**src/rtl/des_iter_core.sv**
```systemverilog
// Iterative single-DES core: IP, 16 Feistel rounds with an on-the-fly key schedule, IP^-1.
// ROUNDS_PER_CYCLE chained round stages are evaluated per clock.
module des_iter_core #(
  parameter int unsigned ROUNDS_PER_CYCLE = 1
) (
  input  logic        clk,
  input  logic        reset,
  input  logic        in_valid,
  output logic        in_ready,
  input  logic [63:0] key_in,
  input  logic [63:0] data_in,
  input  logic        decrypt,
  output logic        out_valid,
  input  logic        out_ready,
  output logic [63:0] data_out,
  output logic        busy
);

  localparam int unsigned RPC   = ROUNDS_PER_CYCLE;
  localparam int unsigned CNT_W = 5;
  localparam logic [CNT_W-1:0] CNT_STEP = CNT_W'(RPC);
  localparam logic [CNT_W-1:0] CNT_LAST = CNT_W'(16 - RPC);

  localparam int unsigned IP_T [64] = '{
    58, 50, 42, 34, 26, 18, 10, 2, 60, 52, 44, 36, 28, 20, 12, 4,
    62, 54, 46, 38, 30, 22, 14, 6, 64, 56, 48, 40, 32, 24, 16, 8,
    57, 49, 41, 33, 25, 17,  9, 1, 59, 51, 43, 35, 27, 19, 11, 3,
    61, 53, 45, 37, 29, 21, 13, 5, 63, 55, 47, 39, 31, 23, 15, 7};
  localparam int unsigned IPI_T [64] = '{
    40, 8, 48, 16, 56, 24, 64, 32, 39, 7, 47, 15, 55, 23, 63, 31,
    38, 6, 46, 14, 54, 22, 62, 30, 37, 5, 45, 13, 53, 21, 61, 29,
    36, 4, 44, 12, 52, 20, 60, 28, 35, 3, 43, 11, 51, 19, 59, 27,
    34, 2, 42, 10, 50, 18, 58, 26, 33, 1, 41,  9, 49, 17, 57, 25};
  localparam int unsigned E_T [48] = '{
    32,  1,  2,  3,  4,  5,  4,  5,  6,  7,  8,  9,  8,  9, 10, 11,
    12, 13, 12, 13, 14, 15, 16, 17, 16, 17, 18, 19, 20, 21, 20, 21,
    22, 23, 24, 25, 24, 25, 26, 27, 28, 29, 28, 29, 30, 31, 32,  1};
  localparam int unsigned P_T [32] = '{
    16,  7, 20, 21, 29, 12, 28, 17,  1, 15, 23, 26,  5, 18, 31, 10,
     2,  8, 24, 14, 32, 27,  3,  9, 19, 13, 30,  6, 22, 11,  4, 25};
  localparam int unsigned PC1_T [56] = '{
    57, 49, 41, 33, 25, 17,  9,  1, 58, 50, 42, 34, 26, 18,
    10,  2, 59, 51, 43, 35, 27, 19, 11,  3, 60, 52, 44, 36,
    63, 55, 47, 39, 31, 23, 15,  7, 62, 54, 46, 38, 30, 22,
    14,  6, 61, 53, 45, 37, 29, 21, 13,  5, 28, 20, 12,  4};
  localparam int unsigned PC2_T [48] = '{
    14, 17, 11, 24,  1,  5,  3, 28, 15,  6, 21, 10, 23, 19, 12,  4,
    26,  8, 16,  7, 27, 20, 13,  2, 41, 52, 31, 37, 47, 55, 30, 40,
    51, 45, 33, 48, 44, 49, 39, 56, 34, 53, 46, 42, 50, 36, 29, 32};
  // Each S-box is 64 nibbles, row-major (row = b1b6, col = b2..b5), first entry in the top nibble.
  localparam logic [255:0] SBOX_T [8] = '{
    256'hE4D12FB83A6C5907_0F74E2D1A6CB9538_41E8D62BFC973A50_FC8249175B3EA06D,
    256'hF18E6B34972DC05A_3D47F28EC01A69B5_0E7BA4D158C6932F_D8A13F42B67C05E9,
    256'hA09E63F51DC7B428_D709346A285ECBF1_D6498F30B12C5AE7_1AD069874FE3B52C,
    256'h7DE3069A1285BC4F_D8B56F03472C1AE9_A690CB7DF13E5284_3F06A1D8945BC72E,
    256'h2C417AB6853FD0E9_EB2C47D150FA3986_421BAD78F9C5630E_B8C71E2D6F09A453,
    256'hC1AF92680D34E75B_AF427C9561DE0B38_9EF528C3704A1DB6_432C95FABE17608D,
    256'h4B2EF08D3C975A61_D0B7491AE35C2F86_14BDC37EAF680592_6BD814A7950FE23C,
    256'hD2846FB1A93E50C7_1FD8A374C56B0E92_7B419CE206ADF358_21E74A8DFC90356B};

  function automatic logic [63:0] perm_ip(input logic [63:0] x);
    logic [63:0] res;
    for (int j = 0; j < 64; j++) res[6'(63 - j)] = x[6'(64 - IP_T[6'(j)])];
    return res;
  endfunction

  function automatic logic [63:0] perm_ipi(input logic [63:0] x);
    logic [63:0] res;
    for (int j = 0; j < 64; j++) res[6'(63 - j)] = x[6'(64 - IPI_T[6'(j)])];
    return res;
  endfunction

  function automatic logic [55:0] perm_pc1(input logic [63:0] x);
    logic [55:0] res;
    for (int j = 0; j < 56; j++) res[6'(55 - j)] = x[6'(64 - PC1_T[6'(j)])];
    return res;
  endfunction

  function automatic logic [47:0] perm_pc2(input logic [55:0] x);
    logic [47:0] res;
    for (int j = 0; j < 48; j++) res[6'(47 - j)] = x[6'(56 - PC2_T[6'(j)])];
    return res;
  endfunction

  function automatic logic [31:0] feistel(input logic [31:0] r_in, input logic [47:0] k);
    logic [47:0] x;
    logic [31:0] s;
    logic [31:0] res;
    logic [5:0]  b;
    logic [7:0]  base;
    for (int j = 0; j < 48; j++) x[6'(47 - j)] = r_in[5'(32 - E_T[6'(j)])];
    x = x ^ k;
    for (int i = 0; i < 8; i++) begin
      b    = x[6'(47 - 6 * i) -: 6];
      base = ~{b[5], b[0], b[4:1], 2'b00};
      s[5'(31 - 4 * i) -: 4] = SBOX_T[3'(i)][base -: 4];
    end
    for (int j = 0; j < 32; j++) res[5'(31 - j)] = s[5'(32 - P_T[5'(j)])];
    return res;
  endfunction

  function automatic logic single_shift(input logic [CNT_W-1:0] n);
    return (n == 5'd1) || (n == 5'd2) || (n == 5'd9) || (n == 5'd16);
  endfunction

  typedef enum logic [1:0] {IDLE, RUN, DONE} state_t;

  state_t           state;
  logic [31:0]      l, r;
  logic [27:0]      c, d;
  logic [CNT_W-1:0] cnt;
  logic             dec_mode;

  logic [31:0] l_s [RPC+1];
  logic [31:0] r_s [RPC+1];
  logic [27:0] c_s [RPC+1];
  logic [27:0] d_s [RPC+1];

  assign l_s[0] = l;
  assign r_s[0] = r;
  assign c_s[0] = c;
  assign d_s[0] = d;

  // Decrypt walks the schedule backwards: C/D after PC-1 already equal C16/D16.
  for (genvar k = 0; k < RPC; k++) begin : g_round
    logic [CNT_W-1:0] rnd;
    logic [27:0]      c_n, d_n;
    logic [47:0]      subkey;
    always_comb begin
      rnd = cnt + CNT_W'(k + 1);
      c_n = c_s[k];
      d_n = d_s[k];
      if (dec_mode) begin
        if (rnd == 5'd1) begin
          c_n = c_s[k];
          d_n = d_s[k];
        end else if (single_shift(rnd)) begin
          c_n = {c_s[k][0], c_s[k][27:1]};
          d_n = {d_s[k][0], d_s[k][27:1]};
        end else begin
          c_n = {c_s[k][1:0], c_s[k][27:2]};
          d_n = {d_s[k][1:0], d_s[k][27:2]};
        end
      end else if (single_shift(rnd)) begin
        c_n = {c_s[k][26:0], c_s[k][27]};
        d_n = {d_s[k][26:0], d_s[k][27]};
      end else begin
        c_n = {c_s[k][25:0], c_s[k][27:26]};
        d_n = {d_s[k][25:0], d_s[k][27:26]};
      end
      subkey = perm_pc2({c_n, d_n});
    end
    assign c_s[k+1] = c_n;
    assign d_s[k+1] = d_n;
    assign l_s[k+1] = r_s[k];
    assign r_s[k+1] = l_s[k] ^ feistel(r_s[k], subkey);
  end

  // Control FSM with registered handshake outputs.
  always_ff @(posedge clk) begin
    if (reset) begin
      state     <= IDLE;
      in_ready  <= 1'b1;
      out_valid <= 1'b0;
      busy      <= 1'b0;
      data_out  <= 64'h0;
      l         <= 32'h0;
      r         <= 32'h0;
      c         <= 28'h0;
      d         <= 28'h0;
      cnt       <= '0;
      dec_mode  <= 1'b0;
    end else begin
      case (state)
        IDLE: begin
          if (in_valid) begin
            dec_mode <= decrypt;
            {l, r}   <= perm_ip(data_in);
            {c, d}   <= perm_pc1(key_in);
            cnt      <= '0;
            state    <= RUN;
            in_ready <= 1'b0;
            busy     <= 1'b1;
          end
        end
        RUN: begin
          l   <= l_s[RPC];
          r   <= r_s[RPC];
          c   <= c_s[RPC];
          d   <= d_s[RPC];
          cnt <= cnt + CNT_STEP;
          if (cnt == CNT_LAST) begin
            data_out  <= perm_ipi({r_s[RPC], l_s[RPC]});
            state     <= DONE;
            out_valid <= 1'b1;
          end
        end
        DONE: begin
          if (out_ready) begin
            state     <= IDLE;
            out_valid <= 1'b0;
            busy      <= 1'b0;
            in_ready  <= 1'b1;
          end
        end
        default: begin
          state     <= IDLE;
          in_ready  <= 1'b1;
          out_valid <= 1'b0;
          busy      <= 1'b0;
        end
      endcase
    end
  end

endmodule

```
**config.mk**
```make
export PLATFORM = sky130hd
export DESIGN_NAME = des_iter_core
export DESIGN_NICKNAME = d
export VERILOG_FILES = /design/src/rtl/des_iter_core.sv
export SDC_FILE = /design/constraint.sdc
export NUM_CORES = 1
export LEC_CHECK = 0
export ABC_AREA = 0
export CAP_MARGIN = 10
export CORE_AREA = 2 2 77 79
export DETAILED_ROUTE_END_ITERATION = 16
export DIE_AREA = 0 0 79 81
export PLACE_DENSITY = 0.76
export SLEW_MARGIN = 5
export SYNTH_ARGS = -nofsm -noshare
export SYNTH_HDL_FRONTEND = slang
export SYNTH_SLANG_ARGS = --single-unit
export TNS_END_PERCENT = 5
```
**constraint.sdc**
```tcl
create_clock -name clk -period 3.26 [get_ports clk]
set_input_delay 0.489 -clock clk [delete_from_list [all_inputs] [get_ports clk]]
set_output_delay 0.489 -clock clk [all_outputs]
set_load 0.02 [all_outputs]
```
# Yosys cells after proc, flatten, opt, wreduce, memory -nomap -nowiden
# Index checks and enable logic that the tools add are counted.
# classes
n_addsub	1
eq_ne	6
muxes	14
bitwise_logic	2
n_reduce_logical	6
# op_table
op	n
one-hot mux 5 bit (2 select lines)	1
one-hot mux 1 bit (3 select lines)	3
AND reduction 3 bit	3
2-to-1 mux 2 bit	3
!= test 2 bit, second input constant	3
one-hot mux 2 bit (3 select lines)	1
adder 5 x 1 -> 5 bit, second input constant	1
equality test 5 x 4 -> 1 bit, second input constant	1
2-to-1 mux 1 bit	5
2-to-1 mux 5 bit	1
equality test 2 x 1 -> 1 bit, second input constant	1
equality test 2 bit, second input constant	1
zero test 2 bit	1
inverter 1 bit	2
AND reduction 2 bit	1
nonzero test 2 bit	1
# totals
reg_bits	10
inputBits	133
output_inout_bits	67
elab_cells	34

# Depth between registers and ports, before layout
# depth
depth_word	3
depth_mapped	5
ltp_nobuf	5

# Worst setup path before layout
# OpenSTA, ideal clock, no wires.
# synth_path
kind	register -> register
start	register cnt[0]
end	register state[0]
arrival_time_ps	1190
required_time_ps	3174
path_slack_ps	1984
path_stages_with_launch	6
n_path_buf	0
cell_sequence	dfxtp_1 > ha_1 > and3_1 > ha_1 > nand2b_1 > a211oi_1
# synth_via
elab_chain_len	3
# synth_rtl
element	line_no	source
start, declared	111	logic [CNT_W-1:0] cnt;
start signal, assigned	191	cnt <= cnt + CNT_STEP;
equality test 5 x 4 -> 1 bit	192	if (cnt == CNT_LAST) begin
!= test 2 bit (no line)	-	
AND reduction 3 bit (no line)	-	
end signal, assigned	194	state <= DONE;
end signal, assigned	200	state <= IDLE;
end signal, assigned	207	state <= IDLE;
end, declared	108	state_t state;
# No other way between the ends.
# A chain may end at the register's enable or synchronous reset.

# Worst setup path in the final report
# layout_path
start	register in_ready
end	output in_ready
# layout_rtl
element	line_no	source
start, declared	9	output logic in_ready,
start signal, assigned	163	in_ready <= 1'b1;
start signal, assigned	182	in_ready <= 1'b0;
start signal, assigned	203	in_ready <= 1'b1;
# No word-level cell between the ends.

==> results.txt <==
----------------------------------------------------
[Placement]
  Final RePlAce weighted congestion ... 0.758
  Hpwl dp ... 932 µm
  Worst Setup Slack post-DPL ... 1.68 ns
  Number of port buffers ... 6

[Floorplan]
  Die Ht ... 81 µm
  Full die area ... 6400 µm²
  Initial Utilization ... 16.7%
  Core area ... 5680 µm²
  Std cell rows ... 28
  I/O Pins ... 200
  Die extent in x ... 79 µm

[Logic synthesis]
  Cell type with the highest aggregate area in the netlist ... buf_4
  Post-Synth Simple-Gate Area ... 12.3%
  Sequential cell area fraction in the yosys report ... 21.1%
  Number of warning messages in the yosys log ... 0
  Most frequent cells after synthesis ... buf_4, dfxtp_1, nor2_1
  Fraction of synthesized cell area in xor and xnor cells ... 0%
  Number of standard cells after synthesis ... 116
  Post-synthesis area per instance ... 8.19 µm²
  Post-synth ARST share ... 0%
  Most common cell in the netlist ... buf_4
  Post-synth cell types ... 24
  Adder-cell area share of the yosys netlist ... 2.64%
  Yosys top cell area share ... 51.4%
  Netlist Area Pre-Place ... 950 µm²
  Largest family of logic cells by synthesized area ... buffers and inverters
  Seq cells post-synth ... 10
  Number of enable-type register cells in the synthesized netlist ... 0
  Synth top area cells ... buf_4, dfxtp_1, ha_1
  Most frequently used flop master after synthesis ... dfxtp_1
  Complex-gate fraction of the synthesized area ... 8.43%
  Multiplexer area fraction after synthesis ... 1.05%

[CTS]
  Total number of H-tree levels ... 1
  Bufs on Longest Clock Path ... 2
  Number of buffers inserted during clock tree synthesis ... 3
  # clock sinks ... 10
  CTS tree ... yes
  Clock latency of the later-clocked register in the worst-skew pair ... 0.23 ns
  Clock transition at the registers of the reported paths ... 0.05 ns
  Hold-fix buffer count after cts ... 0
  Quantity of gates resized following cts ... 0
  Clock tree root driver cell ... clkbuf_8
  Count of buffers added by post-CTS timing repair for setup ... 0

[Drt]
  Via/cell ratio ... 2.70
  First-pass detailed-route iteration total ... 3
  Number of nets with antenna violations after routing ... 0
  WL/cell ... 5.70 µm
  Final wirelength ... 1120 µm
  Drt initial violations ... 26
  Vias after detailed routing ... 531
  Drt drc ... 0

[Worst setup path]
  Required time of the worst setup path ... 2.77 ns
  Path depth of the worst reg2reg path ... 5
  Slowest stage cell on the critical path ... clkdlybuf4s50_1
  Kind of critical path ... flop to output pin
  Kind of cell with the highest combined delay on the critical path ... buffers and inverters
  CP cell instances ... clkdlybuf4s50_1
  Nature of the critical path endpoint ... output pin
  Capture point of the worst reg-to-reg path ... state[0]
  Worst reg2reg setup slack ... 1.91 ns
  Arrival time at the worst endpoint ... 1.21 ns
  WP buf/inv ... 1
  Startpoint kind of the worst setup timing path ... flop
  Highest fanout seen on the critical path ... 3
  Worst reg2reg path startpoint ... cnt[0]
  Maximum single-stage delay on the critical path ... 0.62 ns

[STA]
  Worst setup slack after layout ... 1.56 ns
  Post-Route Skew ... 0.00280 ns
  Maximum operating frequency ... 0.590 GHz
  Total negative setup slack ... 0 ns
  Final critical delay including setup and external delays ... 1.70 ns
  Final cycle utilization of the critical path ... 52.0%
  RSZ-0062 raised after global routing ... false
  Hold violation count in the final report ... 0
  Number of max-slew violations in the final report ... 0
  Number of setup violations in the final report ... 0

[GRT]
  Pin count of the biggest net entering global routing ... 12
  Total routing usage reported by global routing ... 3.13%
  Number of antenna violations at the first check in global routing ... 0
  Wire length of the first global-routing pass ... 1570 µm
  Global-route congestion overflow total ... 0
  Via count of the first global-routing pass ... 372

[Layout]
  Layout Area Growth over Synthesis ... -6.85%
  Share of final-layout standard cells stronger than drive strength 1 ... 4.92%
  FF/Latch Area ... 200 µm²
  Count of fill cells added during filler insertion ... 665
  Multi-input gate area in the final layout ... 472 µm²
  N_diodes ... 0
  Number of nets in the layout ... 258

[Min path]
  Hold crit path type ... flop to flop
  Worst min-delay path startpoint ... out_valid
  Endpoint, Worst Hold ... out_valid
  Cells on Worst Hold Path ... 2

[Run]
  Number of max-cap violations ... 0

[Power and ir drop]
  Post-route total power ... 379 µW
  Max VDD drop ... 0.124 mV
  Total leakage power ... 0.000416 µW
  Power density cells ... 429 nW/µm²

[Status]
  Result of the run ... completed

----------------------------------------------------
==> placed cells by master, fill, tap and decap left out, drive strengths merged <==
cell | synthesis | routed
ha | 2 | 2
nand2b | 3 | 3
a2bb2oi | 2 | 2
inv | 1 | 1
nor2 | 6 | 6
clkdlybuf4s50 | 0 | 6
a31oi | 2 | 2
a211oi | 1 | 1
mux2i | 1 | 1
o21ai | 1 | 1
conb | 1 | 64
dfxtp | 10 | 10
nand3 | 3 | 3
a21oi | 3 | 3
or3 | 1 | 1
o21bai | 2 | 2
a22oi | 1 | 1
nor3 | 1 | 1
and3 | 1 | 1
nand3b | 1 | 1
and2b | 1 | 1
clkbuf | 0 | 4
nand2 | 5 | 5
==> power breakdown <==
group,switching (µW),total (µW),internal (µW)
Clock,47.9,154,106
Combinational,77.6,92.0,14.4
Sequential,5.96,133,127
Total,131,379,248
==> per-layer routing <==
metal,vias to the layer above,global-route usage [%],share of wire [%]
met5,-,0,0
met2,50,5.42,45
met3,0,2.44,20
li1,257,-,-
met1,224,3.20,35
met4,0,0,0
==> registers in the layout, indices dropped and copies added (netlist names) <==
name	cells
busy	1
state	2
in_ready	1
out_valid	1
cnt	5
==> worst max path at each step <==
stage,from,to,depth (start not counted)
floorplan,cnt[0],state[0],5
finish,in_ready,in_ready,1
global placement,in_valid,cnt[2],4
detailed placement,in_valid,cnt[2],4
CTS,in_ready,in_ready,1
global route,in_ready,in_ready,1
==> stage by stage <==
step / hold WS [ns] / utilization, % / instance area [µm²] / std cells
6_report: 0.461 / 15.6 / 885 / 197
5_1_grt: 0.492 / 15.6 / 885 / 197
4_1_cts: 0.463 / 15.6 / 885 / 197
3_5_place_dp: 0.457 / 14.6 / 830 / 193
3_3_place_gp: 0.455 / 14.6 / 830 / 193
2_1_floorplan: 0.456 / - / 1190 / 179
==> area by class of cell <==
class / instances / share of cell area (%)
clock buffers: 4 / 6.22
inverters: 1 / 0.424
multi-input cells: 101 / 53.3
flip-flops and latches: 10 / 22.6
well taps: 75 / 10.6
repair buffers: 6 / 6.79
==> logic make-up after synthesis <==
family                     Yosys count
other                                1
and+or+nand+nor                     22
adders and majority gates            2
AOI/OAI and AO/OA                   12
muxes                                1
buffers and inverters               68
DFF                                 10
==> worst min-delay path, cell delays in order, from the launching register on <==
cell	delay (ns)
dfxtp_1	0.31
nand2_1	0.05
a21oi_1	0.05
Note: power is estimated with default switching activity, not from simulation.
